**config.mk**
```make
export PLATFORM = sky130hd
export DESIGN_NAME = lsu_flat
export DESIGN_NICKNAME = d
export VERILOG_FILES = /design/src/rtl/lsu_if.sv /design/src/rtl/lsu.sv /design/src/flat_wrapper.sv
export SDC_FILE = /design/constraint.sdc
export NUM_CORES = 1
export LEC_CHECK = 0
export BUFFER_PORTS_ARGS = -buffer_cell sky130_fd_sc_hd__buf_2
export CAP_MARGIN = 20
export CORE_MARGIN = 8
export CORE_UTILIZATION = 48
export DETAILED_ROUTE_END_ITERATION = 10
export PLACE_DENSITY = 0.83
export SLEW_MARGIN = 20
export SYNTH_ARGS = -nofsm -noshare
export SYNTH_HDL_FRONTEND = slang
export SYNTH_SLANG_ARGS = --single-unit
```
**constraint.sdc**
```tcl
create_clock -name clock -period 4.76 [get_ports clock]
set_input_delay 0.952 -clock clock [delete_from_list [all_inputs] [get_ports clock]]
set_output_delay 0.952 -clock clock [all_outputs]
set_load 0.02 [all_outputs]
```
**src/rtl/lsu_if.sv**
```systemverilog
// Handshake bundle between the execute stage, the LSU, memory and writeback.
// master = the LSU itself, slave = the surrounding pipeline and memory.
interface lsu_if #(
  parameter int DWIDTH = 32,
  parameter int AWIDTH = 32
);
  logic              in_valid;
  logic              in_ready;
  logic [AWIDTH-1:0] in_addr;
  logic [DWIDTH-1:0] in_wdata;
  logic              in_wen;
  logic [1:0]        in_size;
  logic              in_unsigned;

  logic              mem_req_valid;
  logic              mem_req_ready;
  logic [AWIDTH-1:0] mem_req_addr;
  logic              mem_req_wen;
  logic [DWIDTH-1:0] mem_req_wdata;
  logic [3:0]        mem_req_wstrb;

  logic              mem_resp_valid;
  logic              mem_resp_ready;
  logic [DWIDTH-1:0] mem_resp_rdata;

  logic              out_valid;
  logic              out_ready;
  logic [DWIDTH-1:0] out_rdata;
  logic              out_err;

  modport master (
    input  in_valid, in_addr, in_wdata, in_wen, in_size, in_unsigned,
    output in_ready,
    output mem_req_valid, mem_req_addr, mem_req_wen, mem_req_wdata, mem_req_wstrb,
    input  mem_req_ready,
    input  mem_resp_valid, mem_resp_rdata,
    output mem_resp_ready,
    output out_valid, out_rdata, out_err,
    input  out_ready
  );

  modport slave (
    output in_valid, in_addr, in_wdata, in_wen, in_size, in_unsigned,
    input  in_ready,
    input  mem_req_valid, mem_req_addr, mem_req_wen, mem_req_wdata, mem_req_wstrb,
    output mem_req_ready,
    output mem_resp_valid, mem_resp_rdata,
    input  mem_resp_ready,
    input  out_valid, out_rdata, out_err,
    output out_ready
  );
endinterface

```
**src/rtl/lsu.sv**
```systemverilog
// Multi-cycle load/store unit: one memory transaction per op, misaligned ops
// are flagged and short-circuit straight to the writeback handshake.
module lsu #(
  parameter int DWIDTH = 32,
  parameter int AWIDTH = 32
) (
  input  logic  clock,
  input  logic  reset,
  lsu_if.master bus
);

  typedef enum logic [1:0] {
    IDLE = 2'd0,
    REQ  = 2'd1,
    WAIT = 2'd2,
    DONE = 2'd3
  } state_e;

  state_e            state_q, state_d;
  logic [1:0]        off_q;
  logic [1:0]        size_q;
  logic              uns_q;
  logic              wen_q;
  logic [AWIDTH-1:0] req_addr_q;
  logic [DWIDTH-1:0] req_wdata_q;
  logic [3:0]        req_wstrb_q;
  logic [DWIDTH-1:0] rdata_q;
  logic              err_q;
  logic              accept_s;
  logic              mis_s;

  function automatic logic misaligned(input logic [1:0] size, input logic [1:0] off);
    logic m;
    case (size)
      2'd0:    m = 1'b0;
      2'd1:    m = off[0];
      2'd2:    m = (off != 2'd0);
      default: m = 1'b1;
    endcase
    return m;
  endfunction

  function automatic logic [3:0] strobe(input logic [1:0] size, input logic [1:0] off);
    logic [3:0] s;
    case (size)
      2'd0:    s = 4'b0001 << off;
      2'd1:    s = 4'b0011 << off;
      2'd2:    s = 4'b1111;
      default: s = 4'b0000;
    endcase
    return s;
  endfunction

  function automatic logic [DWIDTH-1:0] lane_data(input logic [1:0] size, input logic [DWIDTH-1:0] wd);
    logic [DWIDTH-1:0] d;
    case (size)
      2'd0:    d = {4{wd[7:0]}};
      2'd1:    d = {2{wd[15:0]}};
      default: d = wd;
    endcase
    return d;
  endfunction

  function automatic logic [DWIDTH-1:0] extract(input logic [DWIDTH-1:0] rd, input logic [1:0] off,
                                                input logic [1:0] size, input logic uns);
    logic [DWIDTH-1:0] sh;
    logic [DWIDTH-1:0] r;
    sh = rd >> {off, 3'b000};
    case (size)
      2'd0:    r = {{(DWIDTH-8){~uns & sh[7]}}, sh[7:0]};
      2'd1:    r = {{(DWIDTH-16){~uns & sh[15]}}, sh[15:0]};
      default: r = sh;
    endcase
    return r;
  endfunction

  assign accept_s = (state_q == IDLE) && bus.in_valid;
  assign mis_s    = misaligned(bus.in_size, bus.in_addr[1:0]);

  // State register
  always_ff @(posedge clock or posedge reset) begin
    if (reset) begin
      state_q <= IDLE;
    end else begin
      state_q <= state_d;
    end
  end

  // Next-state logic
  always_comb begin
    state_d = state_q;
    case (state_q)
      IDLE: begin
        if (bus.in_valid) begin
          state_d = mis_s ? DONE : REQ;
        end else begin
          state_d = IDLE;
        end
      end
      REQ: begin
        if (bus.mem_req_ready) begin
          state_d = WAIT;
        end else begin
          state_d = REQ;
        end
      end
      WAIT: begin
        if (bus.mem_resp_valid) begin
          state_d = DONE;
        end else begin
          state_d = WAIT;
        end
      end
      DONE: begin
        if (bus.out_ready) begin
          state_d = IDLE;
        end else begin
          state_d = DONE;
        end
      end
      default: state_d = IDLE;
    endcase
  end

  // Handshake outputs decoded from the state register
  always_comb begin
    bus.in_ready       = 1'b0;
    bus.mem_req_valid  = 1'b0;
    bus.mem_resp_ready = 1'b0;
    bus.out_valid      = 1'b0;
    case (state_q)
      IDLE:    bus.in_ready       = 1'b1;
      REQ:     bus.mem_req_valid  = 1'b1;
      WAIT:    bus.mem_resp_ready = 1'b1;
      DONE:    bus.out_valid      = 1'b1;
      default: bus.in_ready       = 1'b0;
    endcase
  end

  // Request fields are formatted once at accept so they stay stable under backpressure
  always_ff @(posedge clock or posedge reset) begin
    if (reset) begin
      off_q       <= 2'd0;
      size_q      <= 2'd0;
      uns_q       <= 1'b0;
      wen_q       <= 1'b0;
      req_addr_q  <= {AWIDTH{1'b0}};
      req_wdata_q <= {DWIDTH{1'b0}};
      req_wstrb_q <= 4'b0000;
      rdata_q     <= {DWIDTH{1'b0}};
      err_q       <= 1'b0;
    end else if (accept_s) begin
      off_q       <= bus.in_addr[1:0];
      size_q      <= bus.in_size;
      uns_q       <= bus.in_unsigned;
      wen_q       <= bus.in_wen;
      req_addr_q  <= {bus.in_addr[AWIDTH-1:2], 2'b00};
      req_wdata_q <= lane_data(bus.in_size, bus.in_wdata);
      req_wstrb_q <= bus.in_wen ? strobe(bus.in_size, bus.in_addr[1:0]) : 4'b0000;
      rdata_q     <= {DWIDTH{1'b0}};
      err_q       <= mis_s;
    end else if ((state_q == WAIT) && bus.mem_resp_valid) begin
      rdata_q <= wen_q ? {DWIDTH{1'b0}} : extract(bus.mem_resp_rdata, off_q, size_q, uns_q);
    end else if ((state_q == DONE) && bus.out_ready) begin
      err_q <= 1'b0;
    end else begin
      err_q <= err_q;
    end
  end

  assign bus.mem_req_addr  = req_addr_q;
  assign bus.mem_req_wen   = wen_q;
  assign bus.mem_req_wdata = req_wdata_q;
  assign bus.mem_req_wstrb = req_wstrb_q;
  assign bus.out_rdata     = rdata_q;
  assign bus.out_err       = err_q;

endmodule

```
**src/flat_wrapper.sv**
```systemverilog
// flat-port wrapper written by rule: the top's interface ports become plain ports
module lsu_flat 
#(
  parameter int DWIDTH = 32,
  parameter int AWIDTH = 32
)
  (clock, reset, bus_in_valid, bus_in_addr, bus_in_wdata, bus_in_wen, bus_in_size, bus_in_unsigned, bus_in_ready, bus_mem_req_valid, bus_mem_req_addr, bus_mem_req_wen, bus_mem_req_wdata, bus_mem_req_wstrb, bus_mem_req_ready, bus_mem_resp_valid, bus_mem_resp_rdata, bus_mem_resp_ready, bus_out_valid, bus_out_rdata, bus_out_err, bus_out_ready);
  lsu_if #(.DWIDTH(DWIDTH), .AWIDTH(AWIDTH)) bus_i ();
  input  logic clock;
  input  logic reset;
  input wire logic [$bits(bus_i.in_valid)-1:0] bus_in_valid;
  input wire logic [$bits(bus_i.in_addr)-1:0] bus_in_addr;
  input wire logic [$bits(bus_i.in_wdata)-1:0] bus_in_wdata;
  input wire logic [$bits(bus_i.in_wen)-1:0] bus_in_wen;
  input wire logic [$bits(bus_i.in_size)-1:0] bus_in_size;
  input wire logic [$bits(bus_i.in_unsigned)-1:0] bus_in_unsigned;
  output wire logic [$bits(bus_i.in_ready)-1:0] bus_in_ready;
  output wire logic [$bits(bus_i.mem_req_valid)-1:0] bus_mem_req_valid;
  output wire logic [$bits(bus_i.mem_req_addr)-1:0] bus_mem_req_addr;
  output wire logic [$bits(bus_i.mem_req_wen)-1:0] bus_mem_req_wen;
  output wire logic [$bits(bus_i.mem_req_wdata)-1:0] bus_mem_req_wdata;
  output wire logic [$bits(bus_i.mem_req_wstrb)-1:0] bus_mem_req_wstrb;
  input wire logic [$bits(bus_i.mem_req_ready)-1:0] bus_mem_req_ready;
  input wire logic [$bits(bus_i.mem_resp_valid)-1:0] bus_mem_resp_valid;
  input wire logic [$bits(bus_i.mem_resp_rdata)-1:0] bus_mem_resp_rdata;
  output wire logic [$bits(bus_i.mem_resp_ready)-1:0] bus_mem_resp_ready;
  output wire logic [$bits(bus_i.out_valid)-1:0] bus_out_valid;
  output wire logic [$bits(bus_i.out_rdata)-1:0] bus_out_rdata;
  output wire logic [$bits(bus_i.out_err)-1:0] bus_out_err;
  input wire logic [$bits(bus_i.out_ready)-1:0] bus_out_ready;
  assign bus_i.in_valid = bus_in_valid;
  assign bus_i.in_addr = bus_in_addr;
  assign bus_i.in_wdata = bus_in_wdata;
  assign bus_i.in_wen = bus_in_wen;
  assign bus_i.in_size = bus_in_size;
  assign bus_i.in_unsigned = bus_in_unsigned;
  assign bus_in_ready = bus_i.in_ready;
  assign bus_mem_req_valid = bus_i.mem_req_valid;
  assign bus_mem_req_addr = bus_i.mem_req_addr;
  assign bus_mem_req_wen = bus_i.mem_req_wen;
  assign bus_mem_req_wdata = bus_i.mem_req_wdata;
  assign bus_mem_req_wstrb = bus_i.mem_req_wstrb;
  assign bus_i.mem_req_ready = bus_mem_req_ready;
  assign bus_i.mem_resp_valid = bus_mem_resp_valid;
  assign bus_i.mem_resp_rdata = bus_mem_resp_rdata;
  assign bus_mem_resp_ready = bus_i.mem_resp_ready;
  assign bus_out_valid = bus_i.out_valid;
  assign bus_out_rdata = bus_i.out_rdata;
  assign bus_out_err = bus_i.out_err;
  assign bus_i.out_ready = bus_out_ready;
  lsu #(.DWIDTH(DWIDTH), .AWIDTH(AWIDTH)) u_core (.clock(clock), .reset(reset), .bus(bus_i));
endmodule
```
Word-level counts from Yosys, hierarchy flattened. Cells that the tools add are included.

Bits in registers: 107. Latch bits: 0. Memory bits (writable): 0. Bits in read-only memories: 0. Bits of input ports: 106. Output and inout port bits: 106. Memories kept: 0.

Add/subtract/negate cells: 0. $mul: 0. Divide/modulo/power cells: 0. $lt $le $gt $ge: 0. Eq/ne operators: 7. Shift operators: 3. Muxes and demuxes: 21. Bitwise operators: 3. Reductions and logical operators: 10.

Operator list (number): $pmux W32 S2 (2); $mux W32 (3); $shr A32 B5 Y32 (1); $pmux W4 S3 (1); $mux W1 (8); $mux W2 (4); $pmux W2 S4 (1); $eq A2 B1 Y1 const B (3); $eq A2 B2 Y1 const B (3); $logic_not A2 Y1 (3); $reduce_bool A2 Y1 (3); $mux W4 (1); $shl A1 B2 Y4 const A (1); $shl A2 B2 Y4 const A (1); $logic_and A1 B1 Y1 (3); $pmux W1 S3 (1); $and A1 B1 Y1 (2); $ne A2 B1 Y1 const B (1); $reduce_and A2 Y1 (1); $not A1 Y1 (1).

Longest topological paths before layout. Gate-level depths: netlist (run 1).

Depth in word-level cells: 6. Gate-level depth with buffers: 7.

Worst setup path after synthesis (run 1). OpenSTA, ideal clock, no wires.

Kind: input to register. Start point: in bus_mem_resp_rdata[31]. End point: reg u_core.rdata_q[8] (netlist: u_core.bus.out_rdata[8]). Library setup time: 0.129 ns. Arrival time: 1.761 ns. Required time: 4.631 ns. Setup slack: 2.869 ns. Stages on the path: 4. Path buffers: 0. Path through: mux4_2 > nor3b_4 > a21oi_1 > o21ai_1.

Cells in the longest elaborated chain, start to end: 6.

RTL lines: start: declaration (line flat_wrapper.sv:25) `input wire logic [$bits(bus_i.mem_resp_rdata)-1:0] bus_mem_resp_rdata;`; $shr A32 B5 Y32 (line lsu.sv:68) `sh = rd >> {off, 3'b000};`; $and A1 B1 Y1 (line lsu.sv:70) `2'd0: r = {{(DWIDTH-8){~uns & sh[7]}}, sh[7:0]};`; $pmux W32 S2 (line lsu.sv:69) `case (size)`; $mux W32 (line lsu.sv:163) `rdata_q <= wen_q ? {DWIDTH{1'b0}} : extract(bus.mem_resp_rdata, off_q, size_q, uns_q);`; $mux W32 (line lsu.sv:162) `end else if ((state_q == WAIT) && bus.mem_resp_valid) begin`; $mux W32 (line lsu.sv:152) `end else if (accept_s) begin`; end signal: assignment (line lsu.sv:150) `rdata_q <= {DWIDTH{1'b0}};`; end signal: assignment (line lsu.sv:160) `rdata_q <= {DWIDTH{1'b0}};`; end signal: assignment (line lsu.sv:163); end: declaration (line lsu.sv:27) `logic [DWIDTH-1:0] rdata_q;`.

Every way passes these cells. The select of a mux whose other input is x is not followed. A chain may end at the register's enable or synchronous reset.

Worst setup path in the final report (run 1).
Start point: in bus_mem_resp_valid. End point: reg u_core.rdata_q[22] (netlist: u_core.bus.out_rdata[22]).

Cells in the longest elaborated chain, start to end: 2.

RTL lines: start: declaration (line flat_wrapper.sv:24) `input wire logic [$bits(bus_i.mem_resp_valid)-1:0] bus_mem_resp_valid;`; $logic_and A1 B1 Y1 (line lsu.sv:162); $reduce_bool A2 Y1 (no source line).

Every way passes these cells.

==> flow_metrics.py, run 1 <==
metrics = {
    "run_status": {
        "status": "completed",
    },
    "finish": {
        "layout_commonest_cell": "buf_2",
        "multi_input_area_um2": 2148,
        "final_cell_mix": "buf_2, nand2_1, dfrtp_1",
        "fillerInstances": 859,
        "area_delta_synth_final_pct": 24.99,
        "seqCellArea_um2": 2678,
        "layout-drive-gt1-share": 0.3374,
        "fin_nets": 836,
        "diodes": 0,
    },
    "timing": {
        "hold_viol": 0,
        "setup_violations": 0,
        "fmax_mhz": 404.6,
        "fin_crit_ns": 2.472,
        "rsz0062_at_grt": "false",
        "fin_skew_ns": 0.009176,
        "report.final.slew_viol_count": 0,
        "tightestPinTransition_ns": 0.8498,
        "slew_headroom": 0.4302,
        "fin_crit_sh": 0.5192,
        "fin_setup_tns_ns": 0,
    },
    "routing": {
        "drt_iter0_markers": 315,
        "first_pass_iters": 4,
        "vias_per_cell": 5.276,
        "drc": 0,
        "vias": 4595,
        "wirelength_um": 14910,
        "ant_nets": 0,
        "wl_per_cell_um": 17.11,
    },
    "die": {
        "rows": 37,
        "dieArea_um2": 14020,
        "die_y_um": 118.4,
        "core_area_um2": 10230,
        "die_w_um": 118.4,
        "start_util": 0.4919,
        "num_io_pins": 212,
    },
    "worst_setup_path": {
        "crit_fanout": 19,
        "r2r-start": "u_core.state_q[0]",
        "crit_path_cell_trace": "buf_2 > nand4bb_1 > nor3b_2 > a22oi_1 > nand2_1",
        "critical_path.startpoint_type": "primary input",
        "crit_type": "primary input to flop",
        "required_ns": 5.06,
        "crit_slowest_cell": "nor3b_2",
        "critPathArrivalTime_ns": 2.77,
        "reg2reg_slack_ns": 2.39,
        "cp_slowest_stage_delay_ns": 0.77,
        "startpoint": "bus_mem_resp_valid",
        "endpoint_kind": "flop",
    },
    "yosys": {
        "ys_types": 33,
        "yosysTopAreaCell": "dfrtp_1",
        "synth_top_family_by_area": "simple AND/OR/NAND/NOR gates",
        "synthCells": 543,
        "netlist.area_leader.share": 0.5321,
        "avgSynthCellArea_um2": 9.268,
        "synth_compound_area_frac": 0.1166,
        "synthAdderAreaFrac": 0,
        "synth_warnings": 0,
        "ys_seq_area_frac": 0.5321,
        "synth.ff_latch_count": 107,
        "synth_mux_area_frac": 0.1059,
        "synth_area_leaders": "dfrtp_1, nand2_1, mux2i_1",
        "syn_area_um2": 5032,
        "yosys.area_share.simple": 0.2014,
        "synth_xor_area_frac": 0,
    },
    "clock_network": {
        "cts_tree": "done",
        "clockBufferDepth": 2,
        "cts-htree-levels": 3,
        "postCtsHoldBufs": 0,
        "cts_root_buffer": "clkbuf_8",
        "clk_pin_slew_worst_paths_ns": 0.10,
        "post-cts-setup-buffers": 0,
        "insertion_delay_ns": 0.36,
        "ctsResizeCount": 0,
        "numCtsBuffers": 9,
        "cts_sinks": 107,
    },
    "global_route": {
        "grtUsageTotal": 0.2080,
        "grt_first_pass_wirelength_um": 24190,
        "grt_max_degree": 79,
        "antenna_found_initial": 0,
        "grt-ovfl-total": 0,
        "grt_pass1_vias": 4900,
    },
    "placed_design": {
        "io_buffers": 209,
        "dp_hpwl_um": 11360,
        "gp_congestion": 0.8577,
    },
    "pwr": {
        "power_density_nw_per_um2": 638.3,
        "p_leak_nw": 3.434,
        "ir_worst_vdd_uv": 397.2,
        "totalPowerFinal_mw": 4.015,
    },
    "min_path": {
        "hp-class": "flop to flop",
        "hp-start": "u_core.bus.mem_req_addr[21]",
    },
    "run": {
        "cap_violations": 0,
    },
}
flip-flops by register name, summed over array words and instances (netlist names):
name / flops
u_core.bus.mem_req_wdata: 32
u_core.bus.out_rdata: 32
u_core.bus.mem_req_addr: 30
u_core.bus.mem_req_wstrb: 4
u_core.off_q: 2
u_core.size_q: 2
u_core.state_q: 2
u_core.bus.mem_req_wen: 1
u_core.bus.out_err: 1
u_core.uns_q: 1
through the flow:
| stage | instances | setup WS [ns] | hold slack [ns] | utilization | area (um2) |
|---|---|---|---|---|---|
| detailed placement | 855 | 1.980 | 0.4566 | 0.5955 | 6092 |
| finish | 871 | 2.288 | 0.4769 | 0.6148 | 6290 |
| global placement | 855 | 2.073 | 0.4520 | 0.5955 | 6092 |
| global route | 871 | 2.155 | 0.5047 | 0.6148 | 6290 |
| CTS | 871 | 2.364 | 0.4823 | 0.6143 | 6285 |
| floorplan | 544 | 0.9908 | 0.4987 | - | 5036 |
cells in the mapped netlist (all sizes together):
library cell / instances
a21oi: 42
a22oi: 16
and2b: 1
and3: 1
buf: 26
clkbuf: 12
conb: 1
dfrtp: 107
inv: 6
mux2: 8
mux2i: 42
mux4: 1
nand2: 177
nand3b: 9
nand4bb: 1
nor2: 38
nor3: 3
nor3b: 4
nor4b: 1
o211ai: 2
o21ai: 40
o221ai: 2
o31ai: 1
or2: 1
or2b: 1
where the power goes:
part	total (mW)	internal (mW)	switching (mW)
combinational	1.94	0.658	1.28
sequential	1.53	1.29	0.236
clock	0.552	0.245	0.307
total	4.01	2.19	1.82
final cells by class:
type	instances	share of cell area
Sequential cell	107	0.4257
Clock buffer	10	0.02029
Tap cell	136	0.02705
Inverter	6	0.003979
Timing Repair Buffer	213	0.1711
Multi-Input combinational cell	393	0.3416
Clock inverter	6	0.01034
worst max-delay path: cells and delay by family:
| family | cells | cell delay [ns] |
|---|---|---|
| AO/OA/AOI/OAI | 1 | 0.15 |
| buffers and inverters | 1 | 0.11 |
| AND/OR/NAND/NOR | 3 | 1.55 |
per-layer routing:
metal  vias to the layer above  GRT usage  routed length, um
li1                       2177          -                  -
met1                      2177     0.2397               5984
met2                       222     0.3435               6961
met3                        19    0.08282               1641
met4                         0    0.07826                320
met5                         -          0                  0
kinds of logic (layout without fill, tap and decap cells):
kind of cell	count (synthesis)	count (layout)
mux	51	51
simple gates	237	237
flops	107	107
other cells	1	2
compound gates	103	103
buf+inv	44	235
worst paths after layout:
| path | end | depth (start not counted) |
|---|---|---|
| worst max-delay path | u_core.bus.out_rdata[22] | 5 |
| worst max register to register | u_core.bus.out_rdata[22] | 4 |
| min in group asynchronous | u_core.bus.out_rdata[3] | 2 |
| worst min register to register | u_core.bus.mem_req_addr[21] | 2 |
| max in group asynchronous | u_core.bus.mem_req_addr[27] | 3 |
| worst min-delay path | u_core.bus.mem_req_addr[21] | 2 |
Note: power is estimated with default switching activity, not from simulation.
==> run 2, diff against run 1 <==
- ABC_AREA: unset -> 1
- CORE_UTILIZATION: 48 -> 49
- PLACE_DENSITY: 0.83 -> 0.84
- clock period: 4.76 -> 2.5 ns (I/O delays scaled with it)
==> flow_metrics.py, run 2 <==
metrics = {
    "clock_network": {
        "insertion_delay_ns": 0.38,
        "clockBufferDepth": 2,
        "cts_root_buffer": "clkbuf_8",
        "numCtsBuffers": 9,
        "postCtsHoldBufs": 0,
        "clk_pin_slew_worst_paths_ns": 0.12,
        "cts_tree": "done",
        "cts-htree-levels": 3,
        "ctsResizeCount": 0,
        "cts_sinks": 107,
        "post-cts-setup-buffers": 0,
    },
    "routing": {
        "drt_iter0_markers": 505,
        "vias_per_cell": 5.062,
        "wirelength_um": 15870,
        "wl_per_cell_um": 15.70,
        "vias": 5118,
        "first_pass_iters": 5,
        "ant_nets": 0,
        "drc": 0,
    },
    "yosys": {
        "yosysMostFrequentCell": "nand2_1",
        "avgSynthCellArea_um2": 7.724,
        "synth_edf_count": 0,
        "ys_types": 26,
        "synth.ff_latch_count": 107,
        "netlist.area_leader.share": 0.5128,
        "yosysTopAreaCell": "dfrtp_1",
        "synth_warnings": 0,
        "synthCells": 676,
        "synth_area_leaders": "dfrtp_1, nand2_1, a31oi_1",
        "ys_seq_area_frac": 0.5128,
        "yosys_most_used_dff": "dfrtp_1",
        "async_flop_share": 1.000,
        "syn_area_um2": 5221,
        "ys_top_cells_by_count": "nand2_1, dfrtp_1, nor2_1",
    },
    "pwr": {
        "combPwrFrac": 0.521,
        "power_frac_clock": 0.123,
        "p_switching_mw": 4.098,
        "p_leak_nw": 3.748,
        "p_sw_frac": 0.4894,
        "power_density_nw_per_um2": 1287,
        "intPower_mw": 4.276,
        "p_seq_frac": 0.356,
        "ir_worst_vdd_uv": 712.4,
    },
    "die": {
        "dieArea_um2": 14210,
        "die_y_um": 119.2,
        "rows": 37,
        "num_io_pins": 212,
        "start_util": 0.5058,
        "core_area_um2": 10320,
        "die_w_um": 119.2,
    },
    "finish": {
        "diodes": 0,
        "layout_commonest_cell": "nand2_1",
        "stdcell_area_um2": 6504,
        "area_delta_synth_final_pct": 24.56,
        "fillerInstances": 937,
        "final_cell_mix": "nand2_1, buf_2, dfrtp_1",
        "layout-drive-gt1-share": 0.3143,
        "fin_nets": 976,
        "layout.cells.non_filler": 1011,
    },
    "global_route": {
        "grt_pass1_vias": 5108,
        "grt-ovfl-total": 0,
        "grt_first_pass_wirelength_um": 25850,
        "antenna_found_initial": 2,
        "grt_max_degree": 41,
        "grtUsageTotal": 0.2212,
    },
    "worst_setup_path": {
        "reg2reg_slack_ns": 0.77,
        "crit_path_cell_trace": "inv_1 > nor2_1 > buf_2",
        "crit_type": "flop to output port",
        "crit_slowest_cell": "dfrtp_1",
        "critical_path.startpoint_type": "flop",
        "required_ns": 2.00,
        "endpoint_kind": "output port",
        "critPathArrivalTime_ns": 1.24,
        "crit_fanout": 5,
        "cp_slowest_stage_delay_ns": 0.45,
    },
    "timing": {
        "slew_headroom": 0.4788,
        "setup_violations": 0,
        "fin_skew_ns": 0.02012,
        "fin_crit_ns": 1.739,
        "rsz0062_at_grt": "false",
        "report.final.slew_viol_count": 0,
        "fmax_mhz": 574.9,
        "fin_crit_sh": 0.6957,
        "tightestPinTransition_ns": 0.7802,
        "fin_setup_tns_ns": 0,
        "hold_viol": 0,
    },
    "placed_design": {
        "dp_hpwl_um": 12110,
        "gp_congestion": 0.8637,
        "placed_cells": 995,
        "io_buffers": 209,
        "place_area_um2": 6320,
    },
    "min_path": {
        "hp-class": "primary input to asynchronous set/reset pin",
    },
    "run": {
        "cap_violations": 0,
    },
    "run_status": {
        "status": "completed",
    },
}
==> run 2: layout make-up <==
class,instances,area [um2],share of cell area
clock buffers,10,127.6,0.01962
clock inverters,6,56.30,0.008657
inverters,28,116.4,0.01789
multi-input cells,503,2195,0.3374
flip-flops and latches,107,2678,0.4117
well taps,136,170.2,0.02616
repair buffers,221,1161,0.1785
==> run 2: metal layers <==
layer  vias to the layer above  GRT usage  part of all wire  wire length [um]
li1                       2509          -                 -                 -
met1                      2346     0.2626              0.40              6284
met2                       240     0.3618              0.47              7469
met3                        19     0.1020              0.12              1885
met4                         4    0.04348             0.013               202
met5                         -          0            0.0016                26
==> run 2: cells by family after synthesis <==
logic type | count (synthesis) | share of synthesized area
buf+inv | 67 | 0.06758
flops | 107 | 0.5128
other cells | 1 | 0.0007182
simple gates | 419 | 0.3309
compound gates | 82 | 0.08794
==> run 2: critical path, delay by kind of cell (launching register included) <==
family | cells | cell delay, ns
flops | 1 | 0.45
buf+inv | 2 | 0.27
simple gates | 1 | 0.16
==> run 2: path summary, 6_finish.rpt <==
path                                          startpoint                           to  cells after the start
worst min-delay path                               reset  u_core.bus.mem_req_wstrb[2]                      2
min in group clock                       bus_in_addr[13]  u_core.bus.mem_req_addr[13]                      3
worst min register to register  u_core.bus.out_rdata[28]     u_core.bus.out_rdata[28]                      2
worst max-delay path                   u_core.state_q[0]            bus_mem_req_valid                      3
worst max register to register           u_core.off_q[0]     u_core.bus.out_rdata[29]                      7
max in group asynchronous                          reset  u_core.bus.mem_req_addr[15]                      3
==> run 2: through the flow <==
stage                     total power [mW]  setup slack (ns)  hold slack (ns)  utilization
after CTS                            8.443            0.7460           0.2717       0.6300
after global placement               7.312            0.8277           0.4568       0.6122
after detailed placement             7.407            0.7389           0.4592       0.6122
after global routing                 9.035            0.6456           0.2922       0.6300
final                                8.373            0.7607           0.2457       0.6300
after floorplan                      6.055            0.7125           0.4530            -
==> run 2: power groups by stage <==
stage          combinational (mW)  clock [mW]  sequential [mW]
2_1_floorplan                2.23           0             3.83
3_3_place_gp                 4.32           0             2.99
3_5_place_dp                 4.42           0             2.99
4_1_cts                      4.41        1.05             2.98
5_1_grt                      4.84        1.12             3.07
6_report                     4.36        1.03             2.98
==> run 3, diff against run 2 <==
- CORE_UTILIZATION: 49 -> 44
- PLACE_DENSITY: 0.84 -> 0.8
- clock period: 2.5 -> 1.5 ns (I/O delays scaled with it)
==> flow_metrics.py, run 3 (same netlist as run 2, synthesis figures left out) <==
metrics = {
    "run_status": {
        "status": "completed",
    },
    "finish": {
        "area_delta_synth_final_pct": 31.70,
        "diodes": 0,
        "utilization": 0.5971,
        "layout_commonest_cell": "nand2_1",
        "fillerInstances": 1056,
        "layout-drive-gt1-share": 0.3337,
        "layout.cells.non_filler": 1036,
        "final_cell_mix": "nand2_1, buf_2, dfrtp_1",
        "fin_nets": 996,
    },
    "timing": {
        "setup_ws_ns": 0.02488,
        "fmax_mhz": 677.9,
        "hold_viol": 0,
        "rsz0062_at_grt": "true",
        "fin_crit_ns": 1.475,
        "setup_violations": 0,
        "fin_crit_sh": 0.9834,
        "whs_ns": 0.04186,
        "report.final.slew_viol_count": 0,
        "fin_setup_tns_ns": 0,
        "fin_skew_ns": 0.006095,
    },
    "pwr": {
        "p_leak_nw": 3.916,
        "ir_worst_vdd_uv": 1183,
        "power_density_nw_per_um2": 2213,
        "intPower_mw": 8.226,
        "p_sw_frac": 0.4594,
        "p_seq_frac": 0.328,
        "p_switching_mw": 6.989,
        "power_frac_clock": 0.144,
        "combPwrFrac": 0.528,
    },
    "clock_network": {
        "cts_sinks": 107,
        "insertion_delay_ns": 0.35,
        "cts-htree-levels": 3,
        "cts_root_buffer": "clkbuf_16",
        "clk_pin_slew_worst_paths_ns": 0.07,
        "cts_tree": "done",
        "clockBufferDepth": 2,
        "numCtsBuffers": 9,
    },
    "worst_setup_path": {
        "critPathArrivalTime_ns": 1.18,
        "crit_fanout": 4,
        "crit_type": "flop to output port",
        "r2r-start": "u_core.state_q[0]",
        "endpoint_kind": "output port",
        "required_ns": 1.20,
        "reg2reg_slack_ns": 0.09,
        "worst_r2r_path_depth": 8,
        "timing.rr.end": "u_core.bus.out_rdata[21]",
        "critical_path.startpoint_type": "flop",
    },
    "min_path": {
        "hp-class": "primary input to asynchronous set/reset pin",
    },
    "global_route": {
        "grt_first_pass_wirelength_um": 26540,
        "grtUsageTotal": 0.2095,
        "antenna_found_initial": 3,
        "grt_pass1_vias": 5289,
        "grt_max_degree": 61,
        "grt-ovfl-total": 0,
    },
    "routing": {
        "first_pass_iters": 5,
        "wl_per_cell_um": 16.00,
        "drt_iter0_markers": 533,
        "vias_per_cell": 5.060,
        "drc": 0,
        "ant_nets": 0,
        "wirelength_um": 16580,
        "vias": 5242,
    },
    "die": {
        "dieArea_um2": 15610,
        "die_w_um": 124.9,
        "num_io_pins": 212,
        "core_area_um2": 11520,
        "die_y_um": 124.9,
        "start_util": 0.4534,
        "rows": 39,
    },
    "run": {
        "cap_violations": 0,
    },
    "placed_design": {
        "gp_congestion": 0.8736,
        "placed_cells": 1015,
        "io_buffers": 209,
        "dp_hpwl_um": 12450,
        "place_ws_ns": 0.007411,
    },
}
==> run 3: stage by stage <==
step,total power [mW],cell area (um2)
global route,16.33,6877
floorplan,10.09,5229
global placement,12.51,6489
detailed placement,12.69,6489
finish,15.22,6877
CTS,15.13,6805
==> run 3: routing by layer <==
layer / track usage / vias up / wire (um)
li1: - / 2552 / -
met1: 0.2393 / 2405 / 6680
met2: 0.3497 / 251 / 7860
met3: 0.09350 / 28 / 1801
met4: 0.05802 / 6 / 209
met5: 0 / - / 27
==> run 3: worst max-delay path by stage <==
stage	start	end	slack [ns]	depth (start not counted)
after detailed placement	u_core.state_q[1]	u_core.bus.mem_req_wstrb[2]	0.007	5
after global placement	u_core.state_q[0]	u_core.bus.out_rdata[21]	0.05	7
after global routing	u_core.off_q[0]	u_core.bus.out_rdata[29]	-0.02	8
after CTS	u_core.state_q[0]	bus_mem_resp_ready	-0.02	3
after floorplan	reset	u_core.bus.mem_req_addr[10]	-0.09	1
final	u_core.state_q[0]	bus_out_valid	0.02	4
==> run 3: power by group through the flow <==
| stage | Combinational [mW] | Clock [mW] | Sequential [mW] |
|---|---|---|---|
| after CTS | 7.92 | 2.24 | 4.98 |
| final | 8.04 | 2.19 | 4.99 |
| after floorplan | 3.71 | 0 | 6.38 |
| after detailed placement | 7.71 | 0 | 4.98 |
| after global routing | 8.84 | 2.34 | 5.14 |
| after global placement | 7.53 | 0 | 4.98 |
==> run 3: layout make-up <==
class	instances	area (um2)	share of cell area
Sequential cell	107	2680	0.3897
Multi-Input combinational cell	503	2210	0.3213
Timing Repair Buffer	241	1419	0.2063
Clock buffer	10	239.0	0.03475
Tap cell	143	178.9	0.02602
Inverter	28	121.4	0.01765
Clock inverter	4	28.78	0.004185
==> run 3: worst max-delay path, stage by stage, from the launching register on <==
cell     delay, ns
dfrtp_1       0.38
buf_4         0.16
nand2_2       0.09
inv_1         0.05
buf_4         0.15
==> run 3: repair_timing <==
item,CTS,global route
gates resized for setup,5,10
buffers inserted,3,3
cloned,0,1
hold buffers,0,0
setup endpoints to repair,5,35
